===== config.mk =====
export PLATFORM = sky130hd
export DESIGN_NAME = mem_copy_master_flat
export DESIGN_NICKNAME = d
export VERILOG_FILES = /design/src/rtl/mem_copy_master_if.sv /design/src/rtl/mem_copy_master.sv /design/src/flat_wrapper.sv
export SDC_FILE = /design/constraint.sdc
export NUM_CORES = 1
export LEC_CHECK = 0
export ABC_AREA = 0
export BUFFER_PORTS_ARGS = -buffer_cell sky130_fd_sc_hd__buf_2
export CAP_MARGIN = 20
export CORE_MARGIN = 3
export CORE_UTILIZATION = 30
export DETAILED_ROUTE_END_ITERATION = 6
export PLACE_DENSITY = 0.56
export REMOVE_ABC_BUFFERS = 1
export SETUP_SLACK_MARGIN = 0.15
export SLEW_MARGIN = 5
export SYNTH_ARGS = -nofsm -noshare
export SYNTH_HDL_FRONTEND = slang
export SYNTH_SLANG_ARGS = --single-unit

===== constraint.sdc =====
create_clock -name clk -period 2.07 [get_ports clk]
set_input_delay 0.5175 -clock clk [delete_from_list [all_inputs] [get_ports clk]]
set_output_delay 0.5175 -clock clk [all_outputs]
set_load 0.02 [all_outputs]

===== src/rtl/mem_copy_master_if.sv =====
// PicoRV32 native memory bus bundle shared by the copy master and its responder.
interface mem_copy_master_if;
    logic        mem_valid;
    logic        mem_instr;
    logic [31:0] mem_addr;
    logic [31:0] mem_wdata;
    logic [3:0]  mem_wstrb;
    logic        mem_ready;
    logic [31:0] mem_rdata;

    modport master (
        output mem_valid, mem_instr, mem_addr, mem_wdata, mem_wstrb,
        input  mem_ready, mem_rdata
    );

    modport slave (
        input  mem_valid, mem_instr, mem_addr, mem_wdata, mem_wstrb,
        output mem_ready, mem_rdata
    );
endinterface


===== src/rtl/mem_copy_master.sv =====
// Block copy initiator on the PicoRV32 native memory bus: read word, write word, repeat.
// Optional per-transfer ready timeout enabled by defining MCM_TIMEOUT_EN.
module mem_copy_master #(
    parameter int unsigned LEN_W          = 16,
    parameter int unsigned TIMEOUT_CYCLES = 1024
) (
    input  logic             clk,
    input  logic             reset,
    input  logic             start,
    input  logic [31:0]      src_addr,
    input  logic [31:0]      dst_addr,
    input  logic [LEN_W-1:0] len_words,
    output logic             busy,
    output logic             done,
    output logic             err,
    output logic [LEN_W-1:0] xfer_count,
    mem_copy_master_if.master bus
);

    typedef enum logic [2:0] {StIdle, StRd, StRdGap, StWr, StWrGap, StDone} state_e;

    state_e            state_q, state_d;
    logic              valid_q, valid_d;
    logic [31:0]       addr_q, addr_d;
    logic [31:0]       wdata_q, wdata_d;
    logic [3:0]        wstrb_q, wstrb_d;
    logic              busy_q, busy_d;
    logic              done_q, done_d;
    logic              err_q, err_d;
    logic [LEN_W-1:0]  cnt_q, cnt_d;
    logic [LEN_W-1:0]  rem_q, rem_d;
    logic [31:0]       src_q, src_d;
    logic [31:0]       dst_q, dst_d;
    logic [31:0]       buf_q, buf_d;

`ifdef MCM_TIMEOUT_EN
    localparam int unsigned TmoW = $clog2(TIMEOUT_CYCLES + 1);
    logic [TmoW-1:0] tmo_q, tmo_d;
`else
    // The limit is meaningless without the timeout counter.
    if (TIMEOUT_CYCLES == 0) begin : g_tmo_param_unused
    end
`endif

    always_comb begin
        state_d = state_q;
        valid_d = valid_q;
        addr_d  = addr_q;
        wdata_d = wdata_q;
        wstrb_d = wstrb_q;
        busy_d  = busy_q;
        done_d  = 1'b0;
        err_d   = err_q;
        cnt_d   = cnt_q;
        rem_d   = rem_q;
        src_d   = src_q;
        dst_d   = dst_q;
        buf_d   = buf_q;

        unique case (state_q)
            StIdle: begin
                if (start) begin
                    err_d = 1'b0;
                    cnt_d = '0;
                    if (len_words != '0) begin
                        src_d   = {src_addr[31:2], 2'b00};
                        dst_d   = {dst_addr[31:2], 2'b00};
                        rem_d   = len_words;
                        busy_d  = 1'b1;
                        valid_d = 1'b1;
                        addr_d  = {src_addr[31:2], 2'b00};
                        wstrb_d = 4'h0;
                        state_d = StRd;
                    end else begin
                        state_d = StDone;
                    end
                end
            end
            StRd: begin
                if (bus.mem_ready) begin
                    buf_d   = bus.mem_rdata;
                    valid_d = 1'b0;
                    state_d = StRdGap;
                end
            end
            StRdGap: begin
                valid_d = 1'b1;
                addr_d  = dst_q;
                wstrb_d = 4'hF;
                wdata_d = buf_q;
                state_d = StWr;
            end
            StWr: begin
                if (bus.mem_ready) begin
                    valid_d = 1'b0;
                    cnt_d   = cnt_q + LEN_W'(1);
                    rem_d   = rem_q - LEN_W'(1);
                    src_d   = src_q + 32'd4;
                    dst_d   = dst_q + 32'd4;
                    state_d = StWrGap;
                end
            end
            StWrGap: begin
                if (rem_q == '0) begin
                    state_d = StDone;
                end else begin
                    valid_d = 1'b1;
                    addr_d  = src_q;
                    wstrb_d = 4'h0;
                    state_d = StRd;
                end
            end
            StDone: begin
                done_d  = 1'b1;
                busy_d  = 1'b0;
                state_d = StIdle;
            end
            default: state_d = StIdle;
        endcase

`ifdef MCM_TIMEOUT_EN
        // Counter is only live while a transfer stalls; any other state clears it.
        tmo_d = '0;
        if ((state_q == StRd || state_q == StWr) && !bus.mem_ready) begin
            if (tmo_q == TmoW'(TIMEOUT_CYCLES - 1)) begin
                valid_d = 1'b0;
                err_d   = 1'b1;
                state_d = StDone;
            end else begin
                tmo_d = tmo_q + TmoW'(1);
            end
        end
`endif
    end

    always_ff @(posedge clk) begin
        if (reset) begin
            state_q <= StIdle;
            valid_q <= 1'b0;
            addr_q  <= '0;
            wdata_q <= '0;
            wstrb_q <= '0;
            busy_q  <= 1'b0;
            done_q  <= 1'b0;
            err_q   <= 1'b0;
            cnt_q   <= '0;
            rem_q   <= '0;
            src_q   <= '0;
            dst_q   <= '0;
            buf_q   <= '0;
`ifdef MCM_TIMEOUT_EN
            tmo_q   <= '0;
`endif
        end else begin
            state_q <= state_d;
            valid_q <= valid_d;
            addr_q  <= addr_d;
            wdata_q <= wdata_d;
            wstrb_q <= wstrb_d;
            busy_q  <= busy_d;
            done_q  <= done_d;
            err_q   <= err_d;
            cnt_q   <= cnt_d;
            rem_q   <= rem_d;
            src_q   <= src_d;
            dst_q   <= dst_d;
            buf_q   <= buf_d;
`ifdef MCM_TIMEOUT_EN
            tmo_q   <= tmo_d;
`endif
        end
    end

    assign bus.mem_valid = valid_q;
    assign bus.mem_instr = 1'b0;
    assign bus.mem_addr  = addr_q;
    assign bus.mem_wdata = wdata_q;
    assign bus.mem_wstrb = wstrb_q;
    assign busy          = busy_q;
    assign done          = done_q;
    assign err           = err_q;
    assign xfer_count    = cnt_q;

endmodule


===== src/flat_wrapper.sv =====
// flat-port wrapper written by rule: the top's interface ports become plain ports
module mem_copy_master_flat 
#(
    parameter int unsigned LEN_W          = 16,
    parameter int unsigned TIMEOUT_CYCLES = 1024
)
  (clk, reset, start, src_addr, dst_addr, len_words, busy, done, err, xfer_count, bus_mem_valid, bus_mem_instr, bus_mem_addr, bus_mem_wdata, bus_mem_wstrb, bus_mem_ready, bus_mem_rdata);
  mem_copy_master_if bus_i ();
  input  logic clk;
  input  logic reset;
  input  logic start;
  input  logic [31:0] src_addr;
  input  logic [31:0] dst_addr;
  input  logic [LEN_W-1:0] len_words;
  output logic busy;
  output logic done;
  output logic err;
  output logic [LEN_W-1:0] xfer_count;
  output wire logic [$bits(bus_i.mem_valid)-1:0] bus_mem_valid;
  output wire logic [$bits(bus_i.mem_instr)-1:0] bus_mem_instr;
  output wire logic [$bits(bus_i.mem_addr)-1:0] bus_mem_addr;
  output wire logic [$bits(bus_i.mem_wdata)-1:0] bus_mem_wdata;
  output wire logic [$bits(bus_i.mem_wstrb)-1:0] bus_mem_wstrb;
  input wire logic [$bits(bus_i.mem_ready)-1:0] bus_mem_ready;
  input wire logic [$bits(bus_i.mem_rdata)-1:0] bus_mem_rdata;
  assign bus_mem_valid = bus_i.mem_valid;
  assign bus_mem_instr = bus_i.mem_instr;
  assign bus_mem_addr = bus_i.mem_addr;
  assign bus_mem_wdata = bus_i.mem_wdata;
  assign bus_mem_wstrb = bus_i.mem_wstrb;
  assign bus_i.mem_ready = bus_mem_ready;
  assign bus_i.mem_rdata = bus_mem_rdata;
  mem_copy_master #(.LEN_W(LEN_W), .TIMEOUT_CYCLES(TIMEOUT_CYCLES)) u_core (.clk(clk), .reset(reset), .start(start), .src_addr(src_addr), .dst_addr(dst_addr), .len_words(len_words), .busy(busy), .done(done), .err(err), .xfer_count(xfer_count), .bus(bus_i));
endmodule

==> reports/results.tsv, run 1 <==
stage	metric	value	unit
run_status	status	complete, no violations	
place	pre_cts_ws	-0.253	ns
place	hpwl	24600	µm
yosys	ys_types	68	
timing	whs	0.296	ns
timing	skew	0.0163	ns
drt	via_per_inst	5.50	
cells_and_area	n_antenna_cell	0	
timing	setup_viol	0	
drt	ant_nets	0	
clock_network	cts-root-buf	clkbuf_16	
timing	setup_slack	0.0935	ns
floorplan	core	0.0320	mm²
yosys	syn_area	0.00984	mm²
floorplan	rows	65	
clock_network	cts_buffer_depth	2	
pwr	p_per_area	722	mW/mm²
setup_path	critPathMaxFanout	8	
timing	slew_violations	0	
global_route	grt.busiest_layer	met2	
global_route	use_met1	0.263	
clock_network	clk_pin_slew	0.08	ns
pwr	max-vdd-ir-drop	0.591	mV
place	place_area	0.0121	mm²
global_route	grt_overflow	0	
clock_network	h-tree-depth	4	
timing	finalHoldViolations	0	
yosys	synth_top_area_cell	dfxtp_1	
yosys	synth_edf_count	0	
drt	route.final.wire_length	36500	µm
cells_and_area	post-route-util	0.427	
floorplan	io_pins	205	
global_route	antenna_found_initial	2	
yosys	async_reset_ff_frac	0	
setup_path	worstPathRequired	2.39	ns
setup_path	endpoint_kind	register	
floorplan	dieArea	0.0350	mm²
timing	fin_tns_setup	0	ns
pwr	power.total	9.86	mW
cells_and_area	finalNonFillerCells	1978	
global_route	grt_pass1_vias	10200	
setup_path	startpoint_type	register	
yosys	syn_area_per_cell	7.65	µm²
hold_path	worstHoldPathCells	3	
global_route	use_met2	0.311	
setup_path	critical_path_class	register to register	
setup_path	reg2reg_depth	7	
yosys	ys_seq_area_frac	0.395	
cells_and_area	post_route_cells_drive_above_1_share	0.319	
yosys	synth_seq_cells	194	
yosys	synth_top_area_share	0.395	
clock_network	cts_sinks	194	
floorplan	initial_core_util	0.308	
place	portBuffers	198	
global_route	met3_usage	0.0517	
drt	vias	10900	
timing	fin_crit	1.98	ns
job	maxCapViolCount	0	
place	place_congestion	0.904	
timing	max_freq	506	MHz
timing	rsz0062_at_grt	true	
drt	drt-pass1-iter-count	5	
yosys	netlist_instances	1286	
global_route	globalRouteTotalUtil	0.196	
clock_network	clock_latency	0.45	ns
drt	drc	0	
cells_and_area	synthToLayoutAreaGrowth	38.7	%
yosys	ys.flop_type	dfxtp_1	
yosys	yosys_warnings	0	
clock_network	hold_buffers	0	
cells_and_area	nNetsFinal	1652	
cells_and_area	final_area	0.0136	mm²
yosys	yosys-top-cells-area	dfxtp_1 39%, nand2_1 8.7%, a21oi_1 7.7%	
floorplan	dieHeight	187	µm
timing	min_period_over_period	0.955	
global_route	grt_pass1_wl	56000	µm
place	dp.cells	1920	
setup_path	critical_path_arrival	2.30	ns
drt	wl_per_cell	18.4	µm
floorplan	die_x	187	µm
pwr	p_leak	5.27	nW
drt	first_iter_violations	931	
clock_network	tritoncts	done	
global_route	grt_max_degree	64	
hold_path	min_path_type	primary input to register	
clock_network	cts-buffers-inserted	17	
-- cell usage in the layout, fill, tap and decap left out, types with 5 or more instances in the layout --
cell type,netlist,final
nand3_1,53,51
a21o_1,15,15
nor4_2,1,5
a22o_1,7,7
nor2_1,79,77
xnor2_1,7,7
a31oi_4,0,16
o21ai_0,54,51
nor3_1,27,23
nand4_1,37,37
a31oi_1,43,25
o31ai_1,13,12
dfxtp_1,194,183
and2_1,8,8
buf_2,25,196
a32o_1,8,8
or3_1,12,8
a22oi_1,33,33
a311oi_1,37,27
inv_1,11,9
nor4_1,15,10
dfxtp_2,0,9
o32ai_1,14,12
xor2_1,5,5
inv_6,0,5
a21oi_2,0,6
buf_4,7,115
a21oi_1,151,145
nor3b_1,5,5
nand2_1,228,227
a311oi_2,0,10
clkbuf_16,0,20
buf_6,0,12
and3_1,9,9
or4_4,2,6
a211oi_1,12,11
buf_12,0,27
-- routing by layer --
metal  share of wire  wire (µm)
met1            0.44      16200
met2            0.46      16800
met3           0.076       2790
met4           0.017        617
met5         0.00091         33
-- cells by family after synthesis --
group / count (synthesis) / synth area share
flops: 194 / 0.395
simple gates: 512 / 0.251
xor+xnor: 12 / 0.0107
fa+ha+maj: 5 / 0.00636
mux: 1 / 0.00102
compound gates: 422 / 0.277
buf+inv: 139 / 0.0591
other cells: 1 / 0.000381
-- power by group --
group | internal, mW | switching [mW]
logic | 0.999 | 1.21
clock network | 1.73 | 1.67
registers | 3.99 | 0.251
-- registers in the layout, summed over array words and instances, names as in the netlist --
signal	count
u_core.rem_q	16
u_core.buf_q	32
u_core.bus.mem_wstrb	1
u_core.bus.mem_wdata	32
u_core.done	1
u_core.state_q	3
u_core.bus.mem_addr	31
u_core.busy	1
u_core.xfer_count	16
u_core.bus.mem_valid	1
u_core.src_q	30
u_core.dst_q	30
-- cell usage after synthesis (all sizes together), types with 7 or more instances --
cell type and n:
dfxtp 194, clkbuf 95, a211oi 13, nor4 18
a31oi 43, nor2 79, buf 33, a32o 8
a311oi 37, a21o 15, and2 8, o32ai 14
nand2 228, a22oi 33, a21oi 151, nor3 29
nand3 53, a22o 7, or3 12, xnor2 7
nand4 38, o31ai 13, o21ai 57, inv 11
and3 9, or4 8
-- worst paths after layout --
check                    start                      end  slack [ns]
max          u_core.state_q[2]  u_core.bus.mem_addr[26]        0.09
min           bus_mem_rdata[9]          u_core.buf_q[9]        0.30
max reg2reg  u_core.state_q[2]  u_core.bus.mem_addr[26]        0.09
min reg2reg    u_core.buf_q[5]  u_core.bus.mem_wdata[5]        0.45
-- repair_timing --
| item | in CTS | in global routing |
|---|---|---|
| endpoints found under the setup margin | 91 | 122 |
| resized for setup | 22 | 90 |
| buffers inserted | 7 | 14 |
| pin swaps | 8 | 51 |
| cloned | 0 | 6 |
-- layout make-up --
type | instances | area [µm²]
clock buffers | 18 | 439
clock inverters | 13 | 139
fillers | 3239 | 18300
inverters | 11 | 41.3
multi-input cells | 954 | 5990
flip-flops and latches | 194 | 3900
well taps | 435 | 544
repair buffers | 353 | 2590
-- critical path: stages (launching register included) --
cell      delay [ns]
dfxtp_4         0.41
buf_4           0.14
nor3b_4         0.21
nand4_1         0.14
or3_4           0.50
buf_12          0.20
a31oi_2         0.18
a311oi_1        0.07
Power figures use the tool's default switching activity.
==> run 2: changes to the inputs <==
- ABC_AREA: 0 -> 1
- GPL_TIMING_DRIVEN: default -> 0
- PLACE_DENSITY: 0.56 -> 0.6
==> run 2 against run 1 <==
Against the previous run: the run now ends with design-rule violations left; hold slack lost 0.020 ns; power grew 48%; cell count grew 23%; largest power group is now combinational cells; register-to-register slack gained 0.10 ns; clock skew shrank 0.0013 ns; utilization shrank 3.8 points; critical path type unchanged; design area shrank 0.71%; global-route usage grew 1.6 points.
==> reports/results.tsv, run 2 <==
stage	metric	value	unit	change
drt	drt-pass1-iter-count	7		+2
pwr	power.net_switching	5.96	mW	+90%
cells_and_area	n_fill_cell	3805		+17%
setup_path	r2r_start	u_core.state_q[1]		
clock_network	h-tree-depth	4		unchanged
run_status	violations	design-rule violations		
hold_path	worstHoldPathCells	3		unchanged
drt	first_iter_violations	1086		+17%
cells_and_area	final_cell_mix	480 x nand2_1, 409 x nor2_1, 197 x buf_2		
setup_path	r2r_end	u_core.bus.mem_addr[16]		
floorplan	rows	68		+4.6%
hold_path	hold_end	u_core.buf_q[11]		
clock_network	cts_buffer_depth	2		unchanged
setup_path	critPathMaxFanout	16		+8
yosys	synth_top_area_share	0.365		-0.0297
pwr	max-vdd-ir-drop	0.745	mV	+26%
setup_path	ff2ff_setup_slack	0.20	ns	+0.10 ns
yosys	synth_seq_cells	194		unchanged
clock_network	clk_pin_slew	0.08	ns	about the same
pwr	power_frac_clock	0.246		-0.099
floorplan	initial_core_util	0.306		-0.00206
timing	rsz0062_at_grt	true		
global_route	grt_max_degree	85		+33%
floorplan	core	0.0348	mm²	+8.9%
drt	wl_per_cell	17.3	µm	-6.0%
yosys	async_reset_ff_frac	0		unchanged
timing	fin_crit	1.87	ns	-0.104 ns
yosys	yosys-top-cells-area	dfxtp_1 36%, nand2_1 17%, nor2_1 15%		
global_route	met3_usage	0.0555		+0.00374
clock_network	hold_buffers	0		unchanged
clock_network	tritoncts	done		
timing	slew_violations	0		unchanged
yosys	ys_seq_area_frac	0.365		-0.0297
timing	worstMarginPinSlew	0.607	ns	
pwr	combPwrFrac	0.400		+0.176
yosys	ys.flop_type	dfxtp_1		
pwr	switching_share	0.409		+0.0910
yosys	synth_most_common_cell	nand2_1		
timing	finalHoldViolations	0		unchanged
drt	via_per_inst	5.03		-8.5%
clock_network	cts_sinks	194		unchanged
cells_and_area	synthToLayoutAreaGrowth	27.3	%	
setup_path	critical_path_class	register to register		
place	place_congestion	0.883		-2.4%
clock_network	cts-root-buf	clkbuf_16		
timing	skew	0.0151	ns	-0.00129 ns
drt	ant_nets	0		unchanged
timing	min_period_over_period	0.905		-0.0502
global_route	use_met1	0.276		+0.0132
floorplan	io_pins	205		unchanged
place	pre_cts_ws	-1.65	ns	-1.40 ns
pwr	p_int	8.63	mW	+28%
cells_and_area	post_route_cells_drive_above_1_share	0.177		-0.142
timing	max_freq	534	MHz	+5.5%
yosys	yosys_warnings	0		unchanged
global_route	grt_pass1_wl	63500	µm	+13%
floorplan	dieHeight	194	µm	+3.9%
cells_and_area	layout_commonest_cell	nand2_1		
pwr	seq_power_share	0.354		-0.077
global_route	use_met2	0.338		+0.0267
timing	slew-limit-headroom	0.596		
clock_network	cts-buffers-inserted	17		unchanged
run_status	status	finished with violations		
yosys	ys_types	38		-44%
job	maxCapViolCount	0		unchanged
yosys	syn_area	0.0106	mm²	+8.1%
place	portBuffers	198		unchanged
hold_path	min_path_type	primary input to register		
floorplan	die_x	194	µm	+3.9%
global_route	globalRouteTotalUtil	0.211		+0.0157
cells_and_area	nNetsFinal	2083		+26%
clock_network	clock_latency	0.46	ns	about the same
yosys	netlist_instances	1769		+38%
timing	setup_slack	0.197	ns	+0.104 ns
pwr	p_per_area	1080	mW/mm²	+49%
place	hpwl	25300	µm	+2.8%
global_route	grt_overflow	0		unchanged
drt	vias	12200		+13%
hold_path	hold_start	bus_mem_rdata[11]		
yosys	synth_edf_count	0		unchanged
floorplan	dieArea	0.0378	mm²	+7.9%
setup_path	worstPathRequired	2.42	ns	+0.03 ns
pwr	p_leak	5.91	nW	+12%
timing	setup_viol	0		unchanged
setup_path	critical_path_arrival	2.22	ns	-0.08 ns
setup_path	reg2reg_depth	11		+4
drt	route.final.wire_length	42100	µm	+16%
drt	drc	11		+11
yosys	syn_area_per_cell	6.02	µm²	-21%
setup_path	endpoint_kind	register		
setup_path	startpoint_type	register		
global_route	grt_pass1_vias	11300		+10%
global_route	grt.busiest_layer	met2		
pwr	power.total	14.6	mW	+48%
global_route	antenna_found_initial	10		+8
yosys	synth_commonest_cells	488 x nand2_1, 426 x nor2_1, 194 x dfxtp_1, 130 x o21ai_0, 122 x a21oi_1		
yosys	synth_top_area_cell	dfxtp_1		
[run 2: cell types whose count changed in the layout (fill, tap and decap cells not counted), moves of 24 or more]
| cell | previous run | this run |
|---|---|---|
| a21oi_1 | 145 | 121 |
| a311oi_1 | 27 | 0 |
| nand2_1 | 227 | 480 |
| buf_4 | 115 | 27 |
| a22oi_1 | 33 | 0 |
| nand3_1 | 51 | 94 |
| nor2_1 | 77 | 409 |
| o21ai_0 | 51 | 130 |
| inv_1 | 9 | 116 |
[run 2: what timing repair did]
action | CTS | global route
endpoints found under the setup margin | 192 | 104
buffers inserted | 21 | 14
pin swaps | 9 | 10
gates cloned | 16 | 4
endpoints found under the hold margin | 0 | 0
resized for setup | 46 | 32
[run 2: per-stage QoR]
step	TNS [ns]	instances	cell area [µm²]	utilization	hold slack (ns)
floorplan	-155.05	1681	10200	-	0.433
global placement	-539.86	2334	11800	0.339	0.439
detailed placement	-144.48	2343	12000	0.346	0.447
CTS	0	2410	13200	0.380	0.262
global route	0	2430	13500	0.389	0.281
finish	0	2431	13600	0.389	0.277
[run 2: worst max-delay path, stage by stage (launching register included)]
cell and delay [ns]:
dfxtp_4 0.38, inv_4 0.07, nor3_4 0.29, bufinv_16 0.22
nand2_2 0.08, nand2_4 0.10, nor2_4 0.12, buf_4 0.16
buf_12 0.15, nand2_1 0.07, nand2_1 0.07, nor2_1 0.04
[run 2: cells by family (layout without fill, tap and decap cells)]
| kind of cell | Yosys count | count (layout) | share of synthesized area |
|---|---|---|---|
| muxes | 3 | 3 | 0.00282 |
| and+or+nand+nor | 1062 | 1074 | 0.400 |
| other | 1 | 5 | 0.000352 |
| buffers and inverters | 213 | 404 | 0.0833 |
| DFF | 194 | 194 | 0.365 |
| adders and majority gates | 5 | 5 | 0.00588 |
| AOI/OAI and AO/OA | 286 | 286 | 0.139 |
| xor gates and xnor gates | 5 | 5 | 0.00411 |
[run 2: cell type report]
class,instances,area (µm²),area share
antenna,3,7.51,0.000554
clock buffer,20,447,0.0330
clock inverter,10,160,0.0118
inverter,124,531,0.0391
multi-input combinational,1375,6220,0.459
sequential,194,3900,0.288
tap,455,569,0.0420
timing repair buffer,247,1690,0.124
timing repair inverter,3,28.8,0.00212
[run 2: power groups by stage]
| stage | sequential, mW | combinational [mW] | clock (mW) |
|---|---|---|---|
| after floorplan | 5.53 | 2.52 | 0 |
| after detailed placement | 5.22 | 4.56 | 0 |
| after CTS | 5.15 | 5.45 | 3.68 |
| after global routing | 5.27 | 6.40 | 3.79 |
| after global placement | 5.19 | 4.41 | 0 |
| final | 5.17 | 5.83 | 3.59 |
[run 2: worst max-delay path by stage]
stage / start / to / depth (start not counted)
after floorplan: u_core.state_q[1] / u_core.bus.mem_addr[10] / 9
after global placement: u_core.state_q[2] / u_core.bus.mem_addr[9] / 8
after detailed placement: u_core.state_q[0] / u_core.rem_q[7] / 10
after CTS: u_core.dst_q[2] / u_core.dst_q[22] / 10
after global routing: u_core.state_q[0] / u_core.bus.mem_addr[8] / 11
final: u_core.state_q[1] / u_core.bus.mem_addr[16] / 11
[run 2: layer usage]
metal  wire length, µm  up-vias  part of all wire
li1                  -     6037                 -
met1             18300     5623              0.43
met2             19000      473              0.45
met3              3560       90             0.085
met4              1150       12             0.027
met5                77        -            0.0018
